--- config.mk ---
export PLATFORM = sky130hd
export DESIGN_NAME = seq_detect_sched_flat
export DESIGN_NICKNAME = d
export VERILOG_FILES = /design/src/rtl/seq_detect_sched_pkg.sv /design/src/rtl/seq_detect_sched_if.sv /design/src/rtl/seq_detect_sched_rr_arbiter.sv /design/src/rtl/seq_detect_sched.sv /design/src/flat_wrapper.sv
export SDC_FILE = /design/constraint.sdc
export NUM_CORES = 1
export LEC_CHECK = 0
export ABC_CLOCK_PERIOD_IN_PS = 5600
export CORE_MARGIN = 1.5
export CORE_UTILIZATION = 45
export DETAILED_ROUTE_END_ITERATION = 6
export PLACE_DENSITY = 0.63
export SLEW_MARGIN = 0
export SYNTH_ARGS = -nofsm -noshare
export SYNTH_HDL_FRONTEND = slang
export SYNTH_HIERARCHICAL = 1
export SYNTH_SLANG_ARGS = --single-unit
--- constraint.sdc ---
create_clock -name clk -period 5.6 [get_ports clk]
set_input_delay 0.84 -clock clk [delete_from_list [all_inputs] [get_ports clk]]
set_output_delay 0.84 -clock clk [all_outputs]
set_load 0.05 [all_outputs]
--- src/rtl/seq_detect_sched_pkg.sv ---
// Shared types and constants for the time-shared serial pattern detector.
// Context width is fixed here; MAX_LEN on the top must not exceed CTX_HIST_W.
package seq_detect_pkg;

    function automatic int unsigned clog2w(input int unsigned n);
        int unsigned w;
        w = 1;
        while ((32'd1 << w) < n) w++;
        return w;
    endfunction

    localparam logic [3:0]  DEF_PATTERN = 4'b1011;
    localparam int unsigned DEF_LEN     = 4;
    localparam int unsigned CTX_HIST_W  = 8;
    localparam int unsigned CTX_SEEN_W  = clog2w(CTX_HIST_W + 1);

    typedef struct packed {
        logic [CTX_HIST_W-1:0] hist;
        logic [CTX_SEEN_W-1:0] seen;
    } ctx_t;

endpackage

--- src/rtl/seq_detect_sched_if.sv ---
// Request/grant and match-report bundle between serial sources and the detector.
interface seq_detect_sched_if #(
    parameter int unsigned NCH = 4
) ();
    localparam int unsigned CH_W = seq_detect_pkg::clog2w(NCH);

    logic [NCH-1:0]  req_valid;
    logic [NCH-1:0]  req_bit;
    logic [NCH-1:0]  req_ready;
    logic            found_valid;
    logic [CH_W-1:0] found_ch;

    modport master (
        output req_valid, req_bit,
        input  req_ready, found_valid, found_ch
    );

    modport slave (
        input  req_valid, req_bit,
        output req_ready, found_valid, found_ch
    );
endinterface

--- src/rtl/seq_detect_sched_rr_arbiter.sv ---
// Purely combinational round-robin picker: first request at or above ptr_i, wrapping.
module rr_arbiter
    import seq_detect_pkg::*;
#(
    parameter int unsigned NCH = 4
) (
    input  logic [NCH-1:0]           req_i,
    input  logic [clog2w(NCH)-1:0]   ptr_i,
    output logic [NCH-1:0]           gnt_c_o,
    output logic [clog2w(NCH)-1:0]   idx_c_o,
    output logic                     any_c_o
);
    localparam int unsigned CH_W = clog2w(NCH);

    logic [CH_W-1:0] cand;

    always_comb begin
        gnt_c_o = '0;
        idx_c_o = '0;
        any_c_o = 1'b0;
        cand    = '0;
        for (int unsigned k = 0; k < NCH; k++) begin
            cand = CH_W'((32'(ptr_i) + k) % NCH);
            if (!any_c_o && req_i[cand]) begin
                any_c_o       = 1'b1;
                idx_c_o       = cand;
                gnt_c_o[cand] = 1'b1;
            end
        end
    end

endmodule

--- src/rtl/seq_detect_sched.sv ---
// One pattern-match engine time-shared across NCH serial streams with per-channel context.
// Optional per-channel match counters are built when SEQDET_MATCH_COUNT_EN is defined.
module seq_detect_sched
    import seq_detect_pkg::*;
#(
    parameter int unsigned NCH     = 4,
    parameter int unsigned MAX_LEN = 8
) (
    input  logic                           clk,
    input  logic                           res,
    seq_detect_sched_if.slave              bus,
    input  logic                           cfg_we,
    input  logic [MAX_LEN-1:0]             cfg_pattern,
    input  logic [clog2w(MAX_LEN+1)-1:0]   cfg_len,
`ifdef SEQDET_MATCH_COUNT_EN
    input  logic [clog2w(NCH)-1:0]         cnt_sel,
    output logic [7:0]                     cnt_val,
`endif
    output logic                           busy
);
    localparam int unsigned CH_W  = clog2w(NCH);
    localparam int unsigned LEN_W = clog2w(MAX_LEN + 1);

    ctx_t               ctx_q [NCH];
    ctx_t               ctx_d [NCH];
    logic [MAX_LEN-1:0] pattern_q, pattern_d;
    logic [LEN_W-1:0]   len_q, len_d;
    logic [CH_W-1:0]    rr_ptr_q, rr_ptr_d;
    logic               found_valid_q, found_valid_d;
    logic [CH_W-1:0]    found_ch_q, found_ch_d;

    logic [NCH-1:0]     req_c;
    logic [NCH-1:0]     gnt_c;
    logic [CH_W-1:0]    gnt_idx_c;
    logic               gnt_any_c;

    // Config and reset both starve the arbiter for that cycle
    assign req_c = bus.req_valid & {NCH{~(res | cfg_we)}};

    rr_arbiter #(.NCH(NCH)) u_arb (
        .req_i   (req_c),
        .ptr_i   (rr_ptr_q),
        .gnt_c_o (gnt_c),
        .idx_c_o (gnt_idx_c),
        .any_c_o (gnt_any_c)
    );

    ctx_t               cur_c;
    logic [MAX_LEN-1:0] hist_new_c;
    logic [LEN_W-1:0]   seen_old_c, seen_new_c;
    logic [MAX_LEN-1:0] mask_c;
    logic               match_c;
    logic               cfg_acc_c;
    logic [LEN_W-1:0]   cfg_len_eff_c;

    // Restore granted channel's context, advance it by one bit, compare
    always_comb begin
        cur_c      = ctx_q[gnt_idx_c];
        hist_new_c = (MAX_LEN'(cur_c.hist) << 1) | MAX_LEN'(bus.req_bit[gnt_idx_c]);
        seen_old_c = LEN_W'(cur_c.seen);
        seen_new_c = (seen_old_c >= len_q) ? len_q : seen_old_c + LEN_W'(1);
        mask_c     = ~({MAX_LEN{1'b1}} << len_q);
        match_c    = gnt_any_c && (seen_new_c == len_q)
                     && (((hist_new_c ^ pattern_q) & mask_c) == '0);
    end

    assign cfg_acc_c     = cfg_we && (cfg_len != '0);
    assign cfg_len_eff_c = (cfg_len > LEN_W'(MAX_LEN)) ? LEN_W'(MAX_LEN) : cfg_len;

    always_comb begin
        ctx_d         = ctx_q;
        pattern_d     = pattern_q;
        len_d         = len_q;
        rr_ptr_d      = rr_ptr_q;
        found_valid_d = match_c;
        found_ch_d    = match_c ? gnt_idx_c : found_ch_q;
        if (cfg_acc_c) begin
            pattern_d = cfg_pattern;
            len_d     = cfg_len_eff_c;
            for (int unsigned k = 0; k < NCH; k++) ctx_d[k] = '0;
        end else if (gnt_any_c) begin
            ctx_d[gnt_idx_c].hist = CTX_HIST_W'(hist_new_c);
            ctx_d[gnt_idx_c].seen = CTX_SEEN_W'(seen_new_c);
            rr_ptr_d = (gnt_idx_c == CH_W'(NCH - 1)) ? '0 : gnt_idx_c + CH_W'(1);
        end
    end

    always_ff @(posedge clk) begin
        if (res) begin
            for (int unsigned k = 0; k < NCH; k++) ctx_q[k] <= '0;
            pattern_q     <= MAX_LEN'(DEF_PATTERN);
            len_q         <= LEN_W'(DEF_LEN);
            rr_ptr_q      <= '0;
            found_valid_q <= 1'b0;
            found_ch_q    <= '0;
        end else begin
            ctx_q         <= ctx_d;
            pattern_q     <= pattern_d;
            len_q         <= len_d;
            rr_ptr_q      <= rr_ptr_d;
            found_valid_q <= found_valid_d;
            found_ch_q    <= found_ch_d;
        end
    end

    assign bus.req_ready   = gnt_c;
    assign bus.found_valid = found_valid_q;
    assign bus.found_ch    = found_ch_q;
    assign busy            = (|bus.req_valid) | found_valid_q;

`ifdef SEQDET_MATCH_COUNT_EN
    logic [7:0] cnt_q [NCH];
    logic [7:0] cnt_d [NCH];
    logic [7:0] cnt_val_q, cnt_val_d;

    // Saturating per-channel match tally with a registered read port
    always_comb begin
        cnt_d     = cnt_q;
        cnt_val_d = (32'(cnt_sel) < NCH) ? cnt_q[cnt_sel] : 8'd0;
        if (cfg_acc_c) begin
            for (int unsigned k = 0; k < NCH; k++) cnt_d[k] = '0;
        end else if (match_c && (cnt_q[gnt_idx_c] != 8'hFF)) begin
            cnt_d[gnt_idx_c] = cnt_q[gnt_idx_c] + 8'd1;
        end
    end

    always_ff @(posedge clk) begin
        if (res) begin
            for (int unsigned k = 0; k < NCH; k++) cnt_q[k] <= '0;
            cnt_val_q <= '0;
        end else begin
            cnt_q     <= cnt_d;
            cnt_val_q <= cnt_val_d;
        end
    end

    assign cnt_val = cnt_val_q;
`endif

endmodule

--- src/flat_wrapper.sv ---
// flat-port wrapper written by rule: the top's interface ports become plain ports
module seq_detect_sched_flat import seq_detect_pkg::*;
#(
    parameter int unsigned NCH     = 4,
    parameter int unsigned MAX_LEN = 8
)
  (clk, res, cfg_we, cfg_pattern, cfg_len, busy, bus_req_valid, bus_req_bit, bus_req_ready, bus_found_valid, bus_found_ch);
  seq_detect_sched_if #(.NCH(NCH)) bus_i ();
  input  logic clk;
  input  logic res;
  input  logic cfg_we;
  input  logic [MAX_LEN-1:0] cfg_pattern;
  input  logic [clog2w(MAX_LEN+1)-1:0] cfg_len;
  output logic busy;
  input wire logic [$bits(bus_i.req_valid)-1:0] bus_req_valid;
  input wire logic [$bits(bus_i.req_bit)-1:0] bus_req_bit;
  output wire logic [$bits(bus_i.req_ready)-1:0] bus_req_ready;
  output wire logic [$bits(bus_i.found_valid)-1:0] bus_found_valid;
  output wire logic [$bits(bus_i.found_ch)-1:0] bus_found_ch;
  assign bus_i.req_valid = bus_req_valid;
  assign bus_i.req_bit = bus_req_bit;
  assign bus_req_ready = bus_i.req_ready;
  assign bus_found_valid = bus_i.found_valid;
  assign bus_found_ch = bus_i.found_ch;
  seq_detect_sched #(.NCH(NCH), .MAX_LEN(MAX_LEN)) u_core (.clk(clk), .res(res), .bus(bus_i), .cfg_we(cfg_we), .cfg_pattern(cfg_pattern), .cfg_len(cfg_len), .busy(busy));
endmodule
== After elaboration in Yosys (flattened, before gate mapping) ==
Index checks and enable logic that the tools add are counted.

* $add $sub $neg: 5
* $lt $le $gt $ge: 13
* Eq/ne operators: 2
* Shift operators: 1
* Muxes and demuxes: 42
* Bitwise operators: 13
* Reductions and logical operators: 19

{| class="wikitable"
|+ Operators with widths
! kind !! count
|-
| $bwmux W48 || 2
|-
| $demux W12 S2 || 2
|-
| $mux W4 || 7
|-
| $bmux W12 S2 || 1
|-
| $mux W11 || 2
|-
| $lt A2 B3 Y1 const B || 5
|-
| $mux W1 || 13
|-
| $mux W12 || 1
|-
| $or A4 B4 Y4 || 3
|-
| $logic_and A1 B1 Y1 || 11
|-
| $bmux W1 S2 || 5
|-
| $mux W2 || 5
|-
| $and A8 B8 Y8 || 1
|-
| $demux W1 S2 || 4
|-
| $ge A2 B1 Y1 const B || 4
|-
| $logic_not A8 Y1 || 1
|-
| $not A8 Y8 || 1
|-
| $or A8 B1 Y8 || 1
|-
| $shl A8 B4 Y8 const A || 1
|-
| $xor A8 B8 Y8 || 1
|-
| $add A2 B1 Y2 const B || 2
|-
| $add A2 B2 Y2 const B || 2
|-
| $add A4 B1 Y4 const B || 1
|-
| $and A4 B4 Y4 || 1
|-
| other kinds (14) || 18
|}

* Register bits after elaboration: 65
* Bits of input ports: 23
* Output and inout bits: 8
* Word-level logic and storage cells: 108

== Longest topological paths before layout ==
* Word-level depth: 24
* Gate-level depth with buffers: 20
* Gate-level depth less buffers: 15

== Modules after synthesis ==
The synthesis kept the hierarchy.

{| class="wikitable"
|+ By module, submodules not included
! module !! instances !! cells each !! area an instance (µm²) !! seq. area each (µm²)
|-
| seq_detect_sched || 1 || 349 || 3044.2 || 1221.2
|-
| rr_arbiter || 1 || 45 || 419.2 || 0.0
|}

== Worst setup path before layout ==
OpenSTA, ideal clock, no wires.

* Path type: in2reg
* Start: in res
* End: reg u_core/ctx_q[0] in the netlist's numbering
* Setup time: 0.128 ns
* Arrival: 4.988 ns
* Required time: 5.472 ns
* Setup slack: 0.484 ns
* Cell stages on the path: 19
* Buffers on the path: 4
* Path through: clkbuf_1 > nor2_1 > and2_1 > mux4_2 > buf_6 > nor4b_4 > nor2_1 > a32o_1 > buf_2 > mux4_2 > inv_1 > ha_1 > nand2b_1 > a2111oi_0 > or3_1 > clkbuf_1 > mux2i_1 > o21a_1 > nor2_1

* Longest elaborated chain between the ends: 22
* Elaborated cells between the ends (all ways): 41
* Those cells by class: 1 x add/sub; 3 x order compare; 25 x mux; 4 x bitwise; 8 x reduce/logical

{| class="wikitable"
|+ RTL lines
! what !! RTL line !! text
|-
| start: declaration || flat_wrapper.sv:10 || <nowiki>input logic res;</nowiki>
|-
| $or A1 B1 Y1 * || seq_detect_sched.sv:38 || <nowiki>assign req_c = bus.req_valid & {NCH{~(res | cfg_we)}};</nowiki>
|-
| $not A1 Y1 * || seq_detect_sched.sv:38 ||
|-
| $and A4 B4 Y4 * || seq_detect_sched.sv:38 ||
|-
| named net u_core.req_c[2] || seq_detect_sched.sv:32 || <nowiki>logic [NCH-1:0] req_c;</nowiki>
|-
| $bmux W1 S2 || seq_detect_sched_rr_arbiter.sv:24 || <nowiki>if (!any_c_o && req_i[cand]) begin</nowiki>
|-
| $mux W1 (implied by the code) || seq_detect_sched_rr_arbiter.sv:24 ||
|-
| $mux W1 || seq_detect_sched_rr_arbiter.sv:24 ||
|-
| $logic_not A1 Y1 || seq_detect_sched_rr_arbiter.sv:24 ||
|-
| [... 7 more ...] || -- ||
|-
| $mux W2 * || seq_detect_sched_rr_arbiter.sv:24 ||
|-
| named net u_core.gnt_idx_c[1] || seq_detect_sched.sv:34 || <nowiki>logic [CH_W-1:0] gnt_idx_c;</nowiki>
|-
| $not A2 Y3 (implied by the code) * || seq_detect_sched.sv:58, seq_detect_sched.sv:82, seq_detect_sched.sv:83 ||
|-
| $bmux W12 S2 || seq_detect_sched.sv:58 || <nowiki>cur_c = ctx_q[gnt_idx_c];</nowiki>
|-
| $mux W11 (implied by the code) (2 in series) || seq_detect_sched.sv:58 ||
|-
| $add A4 B1 Y4 or $ge A4 B4 Y1 (tied branches) || seq_detect_sched.sv:61 || <nowiki>seen_new_c = (seen_old_c >= len_q) ? len_q : seen_old_c + LEN_W'(1);</nowiki>
|-
| $mux W4 || seq_detect_sched.sv:61 ||
|-
| $bwmux W48 * || seq_detect_sched.sv:83 || <nowiki>ctx_d[gnt_idx_c].seen = CTX_SEEN_W'(seen_new_c);</nowiki>
|-
| end signal: assignment || seq_detect_sched.sv:97 || <nowiki>ctx_q <= ctx_d;</nowiki>
|-
| end: declaration || seq_detect_sched.sv:24 || <nowiki>ctx_t ctx_q [NCH];</nowiki>
|}

The timed path passes the listed nets; every way through them passes the cells marked *. The select of a mux whose other input is x is not followed.
A chain may end at the register's enable or synchronous reset.

== Worst setup path after layout ==
* Start: in res
* End: reg u_core.found_ch_q[0] (netlist: u_core/bus.found_ch[0])

* Longest elaborated chain between the ends: 24
* Elaborated cells between the ends (all ways): 41
* Those cells by class: 1 x add/sub; 1 x order compare; 1 x eq/ne; 22 x mux; 7 x bitwise; 9 x reduce/logical

{| class="wikitable"
|+ RTL lines
! what !! RTL line !! text
|-
| $or A1 B1 Y1 * || seq_detect_sched.sv:38 ||
|-
| $not A1 Y1 * || seq_detect_sched.sv:38 ||
|-
| $and A4 B4 Y4 * || seq_detect_sched.sv:38 ||
|-
| named net u_core.req_c[2] || seq_detect_sched.sv:32 ||
|-
| $bmux W1 S2 || seq_detect_sched_rr_arbiter.sv:24 ||
|-
| $mux W1 (implied by the code) || seq_detect_sched_rr_arbiter.sv:24 ||
|-
| $mux W1 || seq_detect_sched_rr_arbiter.sv:24 ||
|-
| $logic_not A1 Y1 || seq_detect_sched_rr_arbiter.sv:24 ||
|-
| [... 8 more ...] || -- ||
|-
| named net u_core.gnt_idx_c[1] || seq_detect_sched.sv:34 ||
|-
| $not A2 Y3 (implied by the code) || seq_detect_sched.sv:58 ||
|-
| $bmux W12 S2 || seq_detect_sched.sv:58 ||
|-
| $mux W11 (implied by the code) (2 in series) || seq_detect_sched.sv:58 ||
|-
| $add A4 B1 Y4 (tied with other cells) || seq_detect_sched.sv:61 ||
|-
| $mux W4 or $xor A8 B8 Y8 (tied branches) || seq_detect_sched.sv:61, seq_detect_sched.sv:64 ||
|-
| $eq A4 B4 Y1 or $and A8 B8 Y8 (tied branches) || seq_detect_sched.sv:63, seq_detect_sched.sv:64 ||
|-
| $logic_and A1 B1 Y1 or $logic_not A8 Y1 (tied branches) || seq_detect_sched.sv:63, seq_detect_sched.sv:64 ||
|-
| $logic_and A1 B1 Y1 * || seq_detect_sched.sv:64 || <nowiki>&& (((hist_new_c ^ pattern_q) & mask_c) == '0);</nowiki>
|-
| end signal: assignment || seq_detect_sched.sv:102 || <nowiki>found_ch_q <= found_ch_d;</nowiki>
|-
| end: declaration || seq_detect_sched.sv:30 || <nowiki>logic [CH_W-1:0] found_ch_q, found_ch_d;</nowiki>
|}

Marked as above.

==> summary.md <==
| Metric | Value |
|---|---|
| Status | `finished clean` |
| Pwr per Cell Area | `313 mW/mm^2` |
| Post-Syn Area | `0.00346 sq mm` |
| Number of buffers created by CTS | `9` |
| Drt wl/cell | `15.2 um` |
| Dpl hpwl | `5.49 mm` |
| CTS Root Buffer Type | `sky130_fd_sc_hd__clkbuf_8` |
| Top Family by Delay on Critical Path | `multiplexers` |
| Residual antenna-violating net count after detailed routing | `0` |
| Fraction of power spent switching nets | `35.6%` |
| Yosys reg bits | `61` |
| CP Class | `in -> reg` |
| Pins Over Slew Limit | `0` |
| Number of instances in the synthesized netlist | `394` |
| Share of total power in combinational logic | `32.0%` |
| Total number of vias | `2,854` |
| Share of power burned in registers | `36.8%` |
| Class of the tightest hold or removal check | `reg -> reg` |
| Number of global-route vias before repair | `2,763` |
| Number of failing setup endpoints in the final timing report | `0` |
| Most common library cell in the layout ignoring fill and taps | `sky130_fd_sc_hd__nand2_1` |
| Worst hold-check slack | `0.455 ns` |
| Number of synthesized flops with an enable pin | `0` |
| Post-CTS setup repair buffer count | `0` |
| Kind of start point of the critical path | `input port` |
| Register area share after synthesis | `35.3%` |
| Syn avg cell area | `8.79 sq um` |
| Drt via density | `5.49` |
| Post-synthesis async set-or-reset flop share | `0%` |
| Global route overflow | `0` |
| Total number of clock tree sinks | `61` |
| Worst-path clk slew | `0.07 ns` |
| First-pass GRT wire length | `13.2 mm` |
| Final worst clock skew | `0.0128 ns` |
| Static leakage power | `1.40 nW` |
| Maximum level of the CTS H-tree | `3` |
| Net switching power | `0.000450 W` |
| Initial antenna violation count | `0` |
| Die footprint | `0.00823 sq mm` |
| Count of unresolved DRC violations after routing | `0` |
| Post-synth top area share | `35.3%` |
| Post-Route WL | `7.92 mm` |
| Total number of placement rows | `31` |
| Minimum clock period after layout | `5.18 ns` |
| Primary flip-flop cell chosen by synthesis mapping | `sky130_fd_sc_hd__dfxtp_1` |
| Number of maximum-capacitance violations | `0` |
| Largest fanout of any net on the critical path | `10` |
| Number of nets in the synthesized netlist | `431` |
| Yosys warning count | `6` |
| Resized Gates After CTS | `0` |
| Critical Path Sink Type | `flip-flop` |
| Net count of the finished layout | `453` |
| Max frequency | `193 MHz` |
| Worst vdd ir | `0.209 mV` |
| Height of the die | `90.7 um` |
| Count of hold-fix buffers inserted at cts | `0` |
| RSZ-0062 raised after global routing | `no` |
| Width of the die | `90.7 um` |
| Area growth from synthesis to layout | `16.6%` |
| Yosys top cell by area | `sky130_fd_sc_hd__dfxtp_1` |
| Antenna diode instance count | `0` |
| Total routing resource utilization after global routing | `20.3%` |
| Post-route core utilization | `55.1%` |
| Cells along the critical path | `clkdlybuf4s50_1 > nor2_1 > and2_1 > mux4_2 > o311ai_0 > a32o_1 > mux4_1 > ha_1 > a2111oi_0 > or3_1 > nor2b_1 > a2111oi_4 > mux2i_1` |
| Largest net degree at the start of global routing | `45` |
| Slew Limit Headroom | `61.4%` |
| Period utilisation layout | `92.5%` |
| Delay of the slowest critical-path stage | `0.68 ns` |
| Final weighted congestion in routability-driven placement | `0.813` |
| Final hold violation count | `0` |
| Data required time of the critical path | `5.87 ns` |
| Clock tree from TritonCTS | `done` |
| Placeable core area | `0.00733 sq mm` |
| Worst slew pin tran | `0.578 ns` |
| Number of buffer cells added on primary ports | `30` |
| Clock latency reported for the late side of the worst-skew pair | `0.35 ns` |
| Cell with the largest stage delay on the worst path | `sky130_fd_sc_hd__mux4_1` |
| Final total negative setup slack | `0 ns` |
| Internal power consumption | `0.000814 W` |
| Share of final-layout standard cells stronger than drive strength 1 | `10.9%` |
| Largest cells by area after synthesis | `sky130_fd_sc_hd__dfxtp_1 (35%), sky130_fd_sc_hd__nand2_1 (9.6%), sky130_fd_sc_hd__mux4_2 (7.8%)` |
| Number of primary I/O pins | `31` |
| Count of buffering cells on the critical path with inverters included | `1` |
| Top library cells by usage in the layout, fill and taps aside | `sky130_fd_sc_hd__nand2_1 (89), sky130_fd_sc_hd__dfxtp_1 (61), sky130_fd_sc_hd__a21oi_1 (40)` |
| Detailed router's first-iteration violation count | `115` |
| Clock buffer depth | `2` |
| Part of the power in the clock network | `31.1%` |
| First-pass iteration count of the detailed router | `4` |
| Distinct cells, synth | `49` |
| Initial Util | `47.2%` |
| Data arrival time at the worst-slack endpoint | `5.45 ns` |
## worst min-delay path: cells and delay by family (launching register included)
| kind | cells | cell delay, ns |
|---|---|---|
| AO/OA/AOI/OAI | 1 | 0.05 |
| flip-flops | 1 | 0.31 |
| AND/OR/NAND/NOR | 1 | 0.05 |
## cell families (layout without fill, tap and decap cells)
kind of cell | Yosys count | in the layout | synth area share, %
flops | 61 | 61 | 35.3
fa+ha+maj | 14 | 14 | 5.06
simple gates | 151 | 151 | 19.5
compound gates | 86 | 86 | 16.4
buf+inv | 41 | 68 | 5.49
mux | 30 | 30 | 15.0
xor+xnor | 11 | 11 | 3.32
## metal layers
metal	wire length (um)	global-route usage (%)	up-vias
met1	3670	25.6	1365
met3	349	4.63	8
met5	0	0	-
met4	133	8.47	0
li1	-	-	1414
met2	3760	33.2	67
## area by class of cell
| type | instances | area, sq um |
|---|---|---|
| multi-input combinational | 292 | 2080 |
| fill | 657 | 3290 |
| clock inverter | 6 | 72.6 |
| tap | 99 | 124 |
| clock buffer | 10 | 128 |
| sequential | 61 | 1220 |
| inverter | 13 | 48.8 |
| timing repair buffer | 39 | 368 |
## power by group through the flow
stage / Clock (W) / Sequential (W) / Combinational [W]
after floorplan: 0 / 0.000470 / 0.000314
after global placement: 0 / 0.000476 / 0.000400
after detailed placement: 0 / 0.000476 / 0.000404
after CTS: 0.000403 / 0.000466 / 0.000406
after global routing: 0.000425 / 0.000468 / 0.000440
final: 0.000394 / 0.000466 / 0.000405
## through the flow
step	std cells	total power [W]	setup slack, ns	instance area, sq um
floorplan	394	0.000785	0.484	3460
global placement	504	0.000876	0.171	3840
detailed placement	504	0.000880	0.0468	3840
CTS	520	0.00128	0.409	4040
global route	520	0.00133	0.0949	4040
finish	520	0.00126	0.420	4040
## Yosys cell counts (7+ instances only)
cell	instances
sky130_fd_sc_hd__nand2_1	89
sky130_fd_sc_hd__dfxtp_1	61
sky130_fd_sc_hd__a21oi_1	40
sky130_fd_sc_hd__nor2_1	28
sky130_fd_sc_hd__clkbuf_1	18
sky130_fd_sc_hd__ha_1	14
sky130_fd_sc_hd__inv_1	13
sky130_fd_sc_hd__mux2i_1	12
sky130_fd_sc_hd__mux4_2	12
sky130_fd_sc_hd__a22oi_1	8
sky130_fd_sc_hd__and2_1	8
sky130_fd_sc_hd__o21a_1	8
sky130_fd_sc_hd__o21ai_0	8
sky130_fd_sc_hd__xnor2_1	7
## path summary, 6_finish.rpt
path,start,endpoint,slack (ns),cells after the start
min,u_core/ctx_q[19],u_core/ctx_q[19],0.45,2
max reg2reg,u_core/rr_ptr_q[1],u_core/bus.found_ch[0],0.80,12
max,res,u_core/bus.found_ch[0],0.42,13
min reg2reg,u_core/ctx_q[19],u_core/ctx_q[19],0.45,2
## state kept, by name (all words and copies together), names as in the netlist
register / flops
u_core/ctx_q: 44
u_core/pattern_q: 8
u_core/len_q: 4
u_core/bus.found_ch: 2
u_core/rr_ptr_q: 2
u_core/bus.found_valid: 1
Power figures use the tool's default switching activity.
